--- src/rtl/bram_wr_sched_pkg.sv ---
// Shared types and constants for the two-channel BRAM write scheduler.
package bram_wr_sched_pkg;

    typedef enum logic [1:0] {
        ST_IDLE  = 2'd0,
        ST_ARB   = 2'd1,
        ST_BURST = 2'd2
    } state_e;

    localparam int NUM_CH       = 2;
    localparam int YIELD_CYCLES = 16;

    // Round-robin pick: the pointer channel wins when active, otherwise the other one.
    function automatic logic rr_pick(input logic [NUM_CH-1:0] act, input logic rr);
        return act[rr] ? rr : ~rr;
    endfunction

endpackage

--- src/rtl/bram_wr_ctx.sv ---
// Per-channel write context: command capture, running address, remaining beats, done pulse.
module bram_wr_ctx
    import bram_wr_sched_pkg::*;
#(
    parameter int ADDR_W = 16,
    parameter int LEN_W  = 16
) (
    input  logic              aclk_i,
    input  logic              rst_i,
    input  logic              cmd_valid_i,
    output logic              cmd_ready_o,
    input  logic [ADDR_W-1:0] cmd_base_i,
    input  logic [LEN_W-1:0]  cmd_len_i,
    input  logic              beat_i,
    output logic              active_o,
    output logic [ADDR_W-1:0] addr_o,
    output logic              last_o,
    output logic              done_o
);

    logic              active_q, active_d;
    logic [ADDR_W-1:0] addr_q, addr_d;
    logic [LEN_W-1:0]  rem_q, rem_d;
    logic              done_q, done_d;

    always_comb begin
        // NOTE: every next-state variable gets its hold value first so no latch is inferred.
        active_d = active_q;
        addr_d   = addr_q;
        rem_d    = rem_q;
        done_d   = 1'b0;
        if (cmd_valid_i && !active_q) begin
            addr_d   = cmd_base_i;
            rem_d    = cmd_len_i;
            active_d = (cmd_len_i != '0);
            done_d   = (cmd_len_i == '0);
        end else if (beat_i && active_q) begin
            addr_d = addr_q + ADDR_W'(1);
            rem_d  = rem_q - LEN_W'(1);
            if (rem_q == LEN_W'(1)) begin
                active_d = 1'b0;
                done_d   = 1'b1;
            end
        end
    end

    // NOTE: sequential state uses non-blocking assignments only.
    always_ff @(posedge aclk_i or posedge rst_i) begin
        if (rst_i) begin
            active_q <= 1'b0;
            addr_q   <= '0;
            rem_q    <= '0;
            done_q   <= 1'b0;
        end else begin
            active_q <= active_d;
            addr_q   <= addr_d;
            rem_q    <= rem_d;
            done_q   <= done_d;
        end
    end

    assign cmd_ready_o = ~active_q;
    assign active_o    = active_q;
    assign addr_o      = addr_q;
    assign last_o      = (rem_q == LEN_W'(1));
    assign done_o      = done_q;

endmodule

--- src/rtl/bram_wr_sched.sv ---
// Round-robin two-channel scheduler sharing one BRAM write port in bounded bursts.
// Optional BRAM_WR_SCHED_YIELD_EN: a stalled grant yields after YIELD_CYCLES idle cycles.
module bram_wr_sched
    import bram_wr_sched_pkg::*;
#(
    parameter int ADDR_W    = 16,
    parameter int DATA_W    = 32,
    parameter int LEN_W     = 16,
    parameter int MAX_BURST = 16
) (
    input  logic                  aclk,
    input  logic                  rst,
    input  logic [1:0]            cmd_valid,
    output logic [1:0]            cmd_ready,
    input  logic [2*ADDR_W-1:0]   cmd_base,
    input  logic [2*LEN_W-1:0]    cmd_len,
    input  logic [1:0]            s_tvalid,
    output logic [1:0]            s_tready,
    input  logic [2*DATA_W-1:0]   s_tdata,
    output logic                  bram_en,
    output logic                  bram_we,
    output logic [ADDR_W-1:0]     bram_addr,
    output logic [DATA_W-1:0]     bram_din,
    output logic [1:0]            done,
    output logic                  busy
);

    localparam int BEAT_W = $clog2(MAX_BURST);

    state_e              state_q, state_d;
    logic                grant_q, grant_d;
    logic                rr_q, rr_d;
    logic [BEAT_W-1:0]   beat_q, beat_d;
    logic                burst_end;
    logic                fire;
    logic [NUM_CH-1:0]   beat_fire;
    logic [NUM_CH-1:0]   ctx_active;
    logic [NUM_CH-1:0]   ctx_last;
    logic [ADDR_W-1:0]   ctx_addr [NUM_CH];
    logic                wr_en_q;
    logic [ADDR_W-1:0]   wr_addr_q;
    logic [DATA_W-1:0]   wr_din_q;
    logic [DATA_W-1:0]   grant_data;

`ifdef BRAM_WR_SCHED_YIELD_EN
    localparam int IDLE_W = $clog2(YIELD_CYCLES);
    logic [IDLE_W-1:0]   idle_q, idle_d;
`endif

    for (genvar c = 0; c < NUM_CH; c++) begin : g_ch
        bram_wr_ctx #(
            .ADDR_W (ADDR_W),
            .LEN_W  (LEN_W)
        ) u_ctx (
            .aclk_i      (aclk),
            .rst_i       (rst),
            .cmd_valid_i (cmd_valid[c]),
            .cmd_ready_o (cmd_ready[c]),
            .cmd_base_i  (cmd_base[c*ADDR_W +: ADDR_W]),
            .cmd_len_i   (cmd_len[c*LEN_W +: LEN_W]),
            .beat_i      (beat_fire[c]),
            .active_o    (ctx_active[c]),
            .addr_o      (ctx_addr[c]),
            .last_o      (ctx_last[c]),
            .done_o      (done[c])
        );
    end

    assign fire       = (state_q == ST_BURST) && ctx_active[grant_q] && s_tvalid[grant_q];
    assign beat_fire  = {fire & grant_q, fire & ~grant_q};
    assign grant_data = grant_q ? s_tdata[2*DATA_W-1:DATA_W] : s_tdata[DATA_W-1:0];

    always_comb begin
        state_d   = state_q;
        grant_d   = grant_q;
        rr_d      = rr_q;
        beat_d    = beat_q;
        s_tready  = '0;
        burst_end = 1'b0;
`ifdef BRAM_WR_SCHED_YIELD_EN
        idle_d    = idle_q;
`endif
        unique case (state_q)
            ST_IDLE: begin
                if (|ctx_active) state_d = ST_ARB;
            end
            ST_ARB: begin
                beat_d = '0;
`ifdef BRAM_WR_SCHED_YIELD_EN
                idle_d = '0;
`endif
                if (|ctx_active) begin
                    grant_d = rr_pick(ctx_active, rr_q);
                    state_d = ST_BURST;
                end else begin
                    state_d = ST_IDLE;
                end
            end
            ST_BURST: begin
                // Leaving BURST on the ending handshake lowers s_tready before another beat.
                s_tready[grant_q] = ctx_active[grant_q];
                if (fire) begin
                    beat_d = beat_q + BEAT_W'(1);
                    if (ctx_last[grant_q] || beat_q == BEAT_W'(MAX_BURST - 1)) burst_end = 1'b1;
                end
`ifdef BRAM_WR_SCHED_YIELD_EN
                if (fire) begin
                    idle_d = '0;
                end else if (idle_q == IDLE_W'(YIELD_CYCLES - 1)) begin
                    burst_end = 1'b1;
                end else begin
                    idle_d = idle_q + IDLE_W'(1);
                end
`endif
                if (burst_end) begin
                    rr_d    = ~grant_q;
                    state_d = (ctx_active[~grant_q] || !(fire && ctx_last[grant_q])) ? ST_ARB
                                                                                     : ST_IDLE;
                end
            end
            default: state_d = ST_IDLE;
        endcase
    end

    always_ff @(posedge aclk or posedge rst) begin
        if (rst) begin
            state_q <= ST_IDLE;
            grant_q <= 1'b0;
            rr_q    <= 1'b0;
            beat_q  <= '0;
        end else begin
            state_q <= state_d;
            grant_q <= grant_d;
            rr_q    <= rr_d;
            beat_q  <= beat_d;
        end
    end

`ifdef BRAM_WR_SCHED_YIELD_EN
    always_ff @(posedge aclk or posedge rst) begin
        if (rst) idle_q <= '0;
        else     idle_q <= idle_d;
    end
`endif

    // NOTE: the write-data registers are reset too, since every output must read 0 in reset.
    always_ff @(posedge aclk or posedge rst) begin
        if (rst) begin
            wr_en_q   <= 1'b0;
            wr_addr_q <= '0;
            wr_din_q  <= '0;
        end else begin
            wr_en_q <= fire;
            if (fire) begin
                wr_addr_q <= ctx_addr[grant_q];
                wr_din_q  <= grant_data;
            end
        end
    end

    assign bram_en   = wr_en_q;
    assign bram_we   = wr_en_q;
    assign bram_addr = wr_addr_q;
    assign bram_din  = wr_din_q;
    assign busy      = (|ctx_active) | wr_en_q;

endmodule

--- config.mk ---
export PLATFORM = sky130hd
export DESIGN_NAME = bram_wr_sched
export DESIGN_NICKNAME = d
export VERILOG_FILES = /design/src/rtl/bram_wr_sched_pkg.sv /design/src/rtl/bram_wr_ctx.sv /design/src/rtl/bram_wr_sched.sv
export SDC_FILE = /design/constraint.sdc
export NUM_CORES = 1
export LEC_CHECK = 0
export ABC_AREA = 1
export BUFFER_PORTS_ARGS = -buffer_cell sky130_fd_sc_hd__buf_2
export CORE_MARGIN = 3
export CORE_UTILIZATION = 53
export DETAILED_ROUTE_END_ITERATION = 16
export GPL_ROUTABILITY_DRIVEN = 0
export HOLD_SLACK_MARGIN = 0.05
export PLACE_DENSITY = 0.8
export SETUP_SLACK_MARGIN = 0.02
export SLEW_MARGIN = 40
export SYNTH_ARGS = -nofsm -noshare
export SYNTH_HDL_FRONTEND = slang
export SYNTH_SLANG_ARGS = --single-unit
--- constraint.sdc ---
create_clock -name aclk -period 5.9 [get_ports aclk]
set_input_delay 1.18 -clock aclk [delete_from_list [all_inputs] [get_ports aclk]]
set_output_delay 1.18 -clock aclk [all_outputs]
set_load 0.01 [all_outputs]
==> impl_metrics.ini <==
[setup_path]
worstSetupEndpointType = output port
cp-start-kind = flop
worstPathRequired_ns = 4.72
setup.worst_path.class = flop to output port
maximum_fanout_along_the_worst_path = 54
critical_path_arrival_ns = 1.83

[cts]
numClockSinks = 125
cts_post_setup_buffers_inserted = 0
post_cts_resize_count = 0
clock_pin_slew_of_the_registers_on_the_worst_case_setup_and_hold_paths_ns = 0.06
worst_skew_pair.late_latency_ns = 0.42
cts_inserted_buffers = 17
clock_tree.buffer_depth = 2
cts_stage_hold_buffer_count = 0
cts_tree = yes
ctsHtreeMaxLevel = 4
cts_root_buffer = clkbuf_16

[logic_synthesis]
synthDistinctLibCells = 35
synth.top_cells.by_area = dfrtp_1 44%, nand2_1 16%, nor2_1 6.4%, a31oi_1 4.7%, nand3_1 3.8%
netlist.area_leader.share_pct = 44.33
postSynthNetCount = 1082
synth_warnings = 0
synthesis.area_per_instance_um2 = 7.499
ys_seq_elements = 125
seq_area_frac_synth_pct = 44.33
synth_enable_flop_cells = 0
ys_async_sr_fraction_pct = 100.0
syn_area_mm2 = 0.007057
synthesis.instances = 941
netlist.top_cell.by_area = dfrtp_1
yosys_most_used_dff = dfrtp_1

[sta]
worst_clock_skew_on_the_final_layout_ns = 0.009496
layout_worst_path_cycle_share_pct = 51.04
report.final.setup_viol = 0
setup_tns_ns = 0
final_critical_path_setup_slack_ns = 2.889
grt_setup_unrepaired = no
final_layout_worst_hold_slack_ns = 0.5273
timing.slew.headroom_pct = 55.44
final-hold-violation-count = 0
timing.final.crit_period_ns = 3.011
peak_clock_frequency_supported_by_timing_mhz = 332.1
final-max-slew-violation-count = 0
worst_pin_slew_ns = 0.6684

[final_layout]
area_delta_synth_final_pct = 22.15
layout.cells.most_common_list = 310 x nand2_1, 190 x buf_2, 124 x dfrtp_1
layoutNonFillerInstCount = 1296
n_antenna_cell = 0
nNetsFinal = 1252
layout.cells.most_common = nand2_1
final_layout_size_suffix_gt1_share_pct = 22.24

[die]
initial_core_utilization_pct = 55.02
num_io_pins = 191
die_w_um = 121.4
chipHeight_um = 121.4
core_region_area_mm2 = 0.01282
fp-row-count = 41
die_area_mm2 = 0.01474

[drt]
drt_first_iter_violations = 571
avgRoutedWirePerCell_um = 15.00
firstDrtPassIters = 6
drc_violation_count_after_routing = 0
drtAntennaViolNets = 0
vias_per_cell = 5.469
dr.max_layer_used = met4
route.final.wire_length_mm = 19.44
dr_wl_met3_mm = 1.470
met1_length_mm = 8.571
route.met2.wl_mm = 9.079
route.vias.total = 7088

[power]
power.switching_mw = 1.943
power.total_mw = 4.620
share_comb_of_total_power_pct = 40.7
p_clk_share_pct = 24.1
power_density_mw_per_mm2 = 536.0
internal_power_mw = 2.677
share_of_total_power_in_sequential_cells_pct = 35.2
leakage_nw = 4.143
maximum_resistive_drop_on_vdd_mv = 0.2352
switching_share_pct = 42.06

[global_routing]
first_global_vias = 6403
global_route_wire_length_before_repair_mm = 31.13
globalRoute.totalOverflow = 0
maximum_number_of_pins_on_one_net_before_global_route_repair = 98
grt.total_usage_pct = 26.56
grt_antenna_before_repair = 0

[placement]
dpl.cell_count = 1264
numPortBuffers = 190
place_worst_setup_slack_ns = 3.081
dp_hpwl_mm = 13.84

[outcome]
run_status = complete, no violations

[worst_hold_path]
hold_class = flop to flop

[flow_run]
drv.max_cap_violation_count = 0
==> logic make-up after synthesis <==
group           count (synthesis)  synth area share [%]
fa+ha+maj                       7                 1.241
buf+inv                       117                 7.890
compound gates                135                 12.25
flops                         125                 44.33
simple gates                  531                 31.06
xor+xnor                       26                 3.227
==> flip-flops by register name (all words and copies together) (netlist names) <==
| name | flops |
|---|---|
| bram_en | 1 |
| g_ch.u_ctx.rem_q | 32 |
| beat_q | 4 |
| state_q | 2 |
| g_ch.u_ctx.done_o | 2 |
| bram_din | 32 |
| g_ch.u_ctx.addr_o | 32 |
| g_ch.u_ctx.active_o | 2 |
| rr_q | 1 |
| bram_addr | 16 |
| grant_q | 1 |
==> power by group through the flow <==
stage / sequential (mW) / clock (mW) / combinational [mW]
after floorplan: 1.62 / 0 / 1.34
after global placement: 1.62 / 0 / 1.81
after detailed placement: 1.62 / 0 / 1.87
after CTS: 1.62 / 1.13 / 1.89
after global routing: 1.68 / 1.16 / 2.14
final: 1.62 / 1.11 / 1.88
==> critical path, stage by stage (launching register included) <==
cell     delay, ns
dfrtp_2       0.38
buf_4         0.49
nand2_1       0.19
nor2_2        0.17
buf_2         0.16
==> worst paths after layout <==
path                                              from                      end  slack (ns)  cells past startpoint
worst max-delay path                           grant_q              s_tready[1]        2.89                      4
worst min-delay path            g_ch[1].u_ctx.rem_q[3]   g_ch[1].u_ctx.rem_q[3]        0.53                      2
worst max register to register                 grant_q             bram_din[26]        3.52                      8
worst min register to register  g_ch[1].u_ctx.rem_q[3]   g_ch[1].u_ctx.rem_q[3]        0.53                      2
min in group asynchronous                          rst             bram_din[17]        0.86                      2
max in group asynchronous                          rst  g_ch[0].u_ctx.rem_q[11]        3.93                      3
==> cells in the mapped netlist, drive strengths merged (8+ instances only) <==
cell type / instances
o211ai: 23
o21ai: 33
nor2: 125
nor3: 11
nand2: 317
nand4: 14
dfrtp: 125
inv: 75
xor2: 18
xnor2: 8
o221ai: 8
a31oi: 53
buf: 30
nor4: 9
clkbuf: 12
nand3: 54
==> cell type report <==
| type | count | area, µm² |
|---|---|---|
| fill | 1103 | 4205 |
| multi-input combinational | 699 | 3372 |
| sequential | 125 | 3129 |
| timing repair buffer | 193 | 980.9 |
| clock buffer | 18 | 439.2 |
| inverter | 75 | 289.0 |
| tap | 172 | 215.2 |
| clock inverter | 14 | 193.9 |
==> metrics by stage <==
stage,area [µm²],utilization (%)
after floorplan,7057,-
after global placement,7979,62.21
after detailed placement,7983,62.24
after CTS,8616,67.18
after global routing,8620,67.21
final,8620,67.21
==> routing by layer <==
| layer | GRT usage, % | vias up |
|---|---|---|
| met5 | 0 | - |
| met4 | 8.824 | 0 |
| met3 | 5.268 | 24 |
| met2 | 41.66 | 324 |
| met1 | 37.04 | 3299 |
| li1 | - | 3441 |
(Power assumes the default switching activity.)
